File: config.mk
export PLATFORM = sky130hd
export DESIGN_NAME = clk_div_ctrl
export DESIGN_NICKNAME = d
export VERILOG_FILES = /design/src/rtl/clk_div_pkg.sv /design/src/rtl/clk_div_core.sv /design/src/rtl/clk_div_ctrl.sv
export SDC_FILE = /design/constraint.sdc
export NUM_CORES = 1
export LEC_CHECK = 0
export BUFFER_PORTS_ARGS = -buffer_cell sky130_fd_sc_hd__buf_4
export CORE_MARGIN = 1
export CORE_UTILIZATION = 60
export DETAILED_ROUTE_END_ITERATION = 8
export GPL_TIMING_DRIVEN = 0
export PLACE_DENSITY = 0.8
export SLEW_MARGIN = 20
export SYNTH_ARGS = -nofsm -noshare
export SYNTH_HDL_FRONTEND = slang
export SYNTH_HIERARCHICAL = 1
export SYNTH_SLANG_ARGS = --single-unit
export TNS_END_PERCENT = 30
File: constraint.sdc
create_clock -name INPUT_CLK -period 7.75 [get_ports INPUT_CLK]
set_input_delay 0.3875 -clock INPUT_CLK [delete_from_list [all_inputs] [get_ports INPUT_CLK]]
set_output_delay 0.3875 -clock INPUT_CLK [all_outputs]
set_load 0.01 [all_outputs]
File: src/rtl/clk_div_pkg.sv
// Shared types and defaults for the oscillator clock divider controller.
package clk_div_pkg;

  localparam int unsigned CNT_W_DEF = 16;
  localparam int unsigned HALF_DEF  = 125;

  typedef enum logic [1:0] {
    IDLE = 2'd0,
    RUN  = 2'd1,
    STOP = 2'd2
  } clk_div_state_t;

endpackage

File: src/rtl/clk_div_core.sv
// Half-period counter and toggle flop; reports the edge that toggles the divided clock.
module clk_div_core
  import clk_div_pkg::*;
#(
  parameter int unsigned CNT_W = CNT_W_DEF
) (
  input  logic             INPUT_CLK,
  input  logic             RST,
  input  logic             load,
  input  logic             en_count,
  input  logic [CNT_W-1:0] half,
  output logic             OUTPUT_CLK,
  output logic             rise_c,
  output logic             fall_c
);

  logic [CNT_W-1:0] cnt;
  logic             wrap_c;

  assign wrap_c = en_count && !(cnt < half);
  assign rise_c = wrap_c && !OUTPUT_CLK;
  assign fall_c = wrap_c && OUTPUT_CLK;

  // When not counting the divider is parked low; load primes cnt for RUN entry.
  always_ff @(posedge INPUT_CLK or posedge RST) begin
    if (RST) begin
      cnt        <= '0;
      OUTPUT_CLK <= 1'b0;
    end else if (en_count) begin
      if (wrap_c) begin
        cnt        <= CNT_W'(1);
        OUTPUT_CLK <= !OUTPUT_CLK;
      end else begin
        cnt <= cnt + CNT_W'(1);
      end
    end else begin
      cnt        <= load ? CNT_W'(1) : '0;
      OUTPUT_CLK <= 1'b0;
    end
  end

endmodule

File: src/rtl/clk_div_ctrl.sv
// Run/stop sequencing, ratio shadow handshake and edge ticks around the divider core.
module clk_div_ctrl
  import clk_div_pkg::*;
#(
  parameter int unsigned CNT_W        = CNT_W_DEF,
  parameter int unsigned DEFAULT_HALF = HALF_DEF
) (
  input  logic             INPUT_CLK,
  input  logic             RST,
  input  logic             EN,
  input  logic             CFG_VALID,
  input  logic [CNT_W-1:0] CFG_HALF,
  output logic             CFG_READY,
  output logic             CFG_ERR,
  output logic             OUTPUT_CLK,
  output logic             TICK_RISE,
  output logic             TICK_FALL,
  output logic             BUSY
);

  clk_div_state_t   state, next_state;
  logic [CNT_W-1:0] active_half;
  logic [CNT_W-1:0] shadow;
  logic             load, en_count;
  logic             rise_c, fall_c;
  logic             accept_c, apply_c;

  // CFG_READY low means the shadow holds a value waiting for a safe boundary.
  assign accept_c = CFG_VALID && CFG_READY;
  assign apply_c  = !CFG_READY && ((state == IDLE) || fall_c);

  clk_div_core #(
    .CNT_W(CNT_W)
  ) u_core (
    .INPUT_CLK (INPUT_CLK),
    .RST       (RST),
    .load      (load),
    .en_count  (en_count),
    .half      (active_half),
    .OUTPUT_CLK(OUTPUT_CLK),
    .rise_c    (rise_c),
    .fall_c    (fall_c)
  );

  always_ff @(posedge INPUT_CLK or posedge RST) begin
    if (RST) state <= IDLE;
    else     state <= next_state;
  end

  // Stop only ever completes on a low level: a high phase always runs to its fall.
  always_comb begin
    next_state = state;
    case (state)
      IDLE: if (EN) next_state = RUN;
      RUN: begin
        if (!EN) begin
          if (!OUTPUT_CLK || fall_c) next_state = IDLE;
          else                       next_state = STOP;
        end
      end
      STOP: begin
        if (EN)          next_state = RUN;
        else if (fall_c) next_state = IDLE;
      end
      default: next_state = IDLE;
    endcase
  end

  always_comb begin
    load     = 1'b0;
    en_count = 1'b0;
    case (state)
      IDLE:    load     = EN;
      RUN:     en_count = EN || OUTPUT_CLK;
      STOP:    en_count = 1'b1;
      default: ;
    endcase
  end

  always_ff @(posedge INPUT_CLK or posedge RST) begin
    if (RST) begin
      active_half <= CNT_W'(DEFAULT_HALF);
      shadow      <= '0;
      CFG_READY   <= 1'b1;
      CFG_ERR     <= 1'b0;
      TICK_RISE   <= 1'b0;
      TICK_FALL   <= 1'b0;
      BUSY        <= 1'b0;
    end else begin
      CFG_ERR   <= accept_c && (CFG_HALF == '0);
      TICK_RISE <= rise_c;
      TICK_FALL <= fall_c;
      BUSY      <= (next_state != IDLE);
      if (apply_c) begin
        active_half <= shadow;
        CFG_READY   <= 1'b1;
      end else if (accept_c && (CFG_HALF != '0)) begin
        shadow    <= CFG_HALF;
        CFG_READY <= 1'b0;
      end
    end
  end

endmodule

==> metrics.yaml <==
status: "complete, no violations"
switchingPower_mw: 0.315
numCtsBuffers: 5
drt_wl_total_um: 5460
power_density_mw_per_mm2: 294
power_frac_comb: 0.362
grtUsageTotal: 0.243
fin_skew_ps: 8.93
drc: 0
r2r_cells: 10
fmax_mhz: 291
hold_slack_ps: 312
synth_seq_cells: 56
end_kind: "flip-flop"
wl_met1_um: 2410
worstPathMaxFanout: 10
timing.slew.headroom: 0.510
diodes: 0
vias: 1878
maxSlewViolCount: 0
final_common_cell: "dfrtp_1"
final_nets: 316
clk_latency_ps: 310
fin_tns_setup_ps: 0
grt_start_max_net_pins: 35
hold_violations: 0
clkPwrFrac: 0.163
cts.sinks: 56
crit_path_cell_trace: "inv_1, ha_1, a41oi_1, o21ai_0, a31oi_1, nand4_4, and3_1, o21ai_1, buf_2, mux2_2"
async_reset_ff_frac: 1.00
synth_edf_count: 0
synth_cell_types: 45
antenna_left: 0
syn-num-nets: 282
crit_type: "reg2reg"
syn_area_mm2: 0.00295
critical_path.max_stage_delay_ps: 550
finalCritPeriodShare: 0.443
peakVddDrop_v: 0.000208
ios: 26
clock_path_buffers: 2
critPathBufInv: 2
ys_warn_count: 6
die_h_um: 72.1
synth_cells: 242
clock_tree.htree_level_count: 2
grt-ovfl-total: 0
cp_slowest_cell: "dfstp_2"
layout_common_cells: "49 x dfrtp_1, 26 x inv_1, 25 x buf_4"
rows: 25
fp.dieW_um: 72.1
root_buffer: "clkbuf_8"
p_leak_nw: 1.53
antenna_found_initial: 0
worstPathRequired_ps: 7950
yosys_most_used_dff: "dfrtp_1"
finalCriticalPeriod_ps: 3430
drt-initial-drc-count: 62
drt-vias-per-instance: 5.46
intPower_mw: 0.670
dieArea_mm2: 0.00520
syn_avg_cell_area_um2: 12.2
cts_tree: "built"
port_buffers: 25
drt_pre_antenna_iters: 4
drv_cap: 0
routedWlPerCell_um: 15.9
wl_met3_um: 153
core_area_mm2: 0.00472
grt_pass1_vias: 2023
worstMarginPinSlew_ps: 734
cp_num_cells: 10
hpwl_um: 4140
grt_pass1_wl_um: 9600
cpLargestDelayFamily: "compound AO/OA/AOI/OAI gates"
final-setup-viol-count: 0
cp-start-kind: "flip-flop"
top_layer: "met4"
wl_met2_um: 2830
seq_area_frac_synth: 0.478
pwr-share-seq: 0.474
drive_gt1_frac: 0.343
globalplace.congestion: 0.746
worstHoldPathType: "in2reg"
initial_utilization: 0.625
swShare: 0.320
area_delta_synth_final_pct: 13.4
holdPathStages: 2
clkTransAtPathRegs_ps: 100
arrival_ps: 3630
rsz0062_at_grt: "false"
-- stage by stage --
stage          total power, mW  cells   util  worst slack (ps)  instance area (um2)
2_1_floorplan            0.734    242      -              4750                 2950
3_3_place_gp             0.804    334  0.682              4340                 3220
3_5_place_dp             0.829    335  0.687              4280                 3240
4_1_cts                  0.991    344  0.708              4260                 3350
5_1_grt                   1.05    344  0.708              4070                 3350
6_report                 0.985    344  0.708              4320                 3350
-- repair_timing --
| item | 4_1_cts | 5_1_grt |
|---|---|---|
| setup endpoints to repair | 0 | 0 |
| resized for setup | 0 | 0 |
| setup buffers | 0 | 0 |
| hold buffers | 1 | 0 |
| hold endpoints to repair | 5 | 0 |
-- per-layer routing --
metal,up-vias,global-route usage
met5,-,0
met1,931,0.298
li1,909,-
met4,0,0.0828
met3,7,0.0403
met2,31,0.435
-- synthesized netlist by cell type, types with 6 or more instances --
| master | count | area [um2] |
|---|---|---|
| nand2_1 | 8 | 30.0 |
| mux2_2 | 23 | 259 |
| dfrtp_1 | 49 | 1230 |
| inv_1 | 27 | 101 |
| mux2_4 | 9 | 135 |
| ha_1 | 20 | 250 |
| a21oi_1 | 6 | 30.0 |
| xnor2_1 | 6 | 52.6 |
| nor3_2 | 9 | 90.1 |
| xor2_1 | 8 | 70.1 |
| nand3_1 | 6 | 30.0 |
| dfstp_2 | 7 | 184 |
-- kinds of logic after synthesis --
logic type               count (synthesis)  share of synthesized area
flip-flops                              56                      0.478
buffers and inverters                   32                     0.0517
AND/OR/NAND/NOR                         62                      0.146
adder cells (fa/ha/maj)                 20                     0.0848
XOR/XNOR                                14                     0.0415
AO/OA/AOI/OAI                           25                     0.0615
multiplexers                            33                      0.137
-- power groups by stage --
stage / logic [mW] / registers [mW] / clock network, mW
after detailed placement: 0.356 / 0.473 / 0
final: 0.357 / 0.467 / 0.161
after CTS: 0.359 / 0.467 / 0.164
after global routing: 0.395 / 0.480 / 0.176
after floorplan: 0.282 / 0.452 / 0
after global placement: 0.337 / 0.467 / 0
-- final timing paths --
path                                start        endpoint  slack [ps]
max                        active_half[6]  active_half[7]        4320
min                          CFG_HALF[11]      shadow[11]         310
max reg2reg                active_half[6]  active_half[7]        4320
min reg2reg                     shadow[8]  active_half[8]         510
max in group asynchronous             RST   u_core/cnt[4]        6610
min in group asynchronous             RST      shadow[11]         520
-- registers in the layout, indices dropped and copies added, names as in the netlist --
signal,count
BUSY,1
TICK_FALL,1
TICK_RISE,1
CFG_READY,1
u_core/OUTPUT_CLK,1
CFG_ERR,1
state,2
u_core/cnt,16
active_half,16
shadow,16
-- layout make-up --
| cell class | instances | area, um2 |
|---|---|---|
| plain buffers | 5 | 51.3 |
| clock buffers | 5 | 68.8 |
| clock inverters | 3 | 23.8 |
| fillers | 336 | 1380 |
| inverters | 27 | 101 |
| multi-input cells | 154 | 1390 |
| flip-flops and latches | 56 | 1410 |
| well taps | 67 | 83.8 |
| repair buffers | 27 | 218 |
No activity file was read; power rests on OpenSTA's default activity.
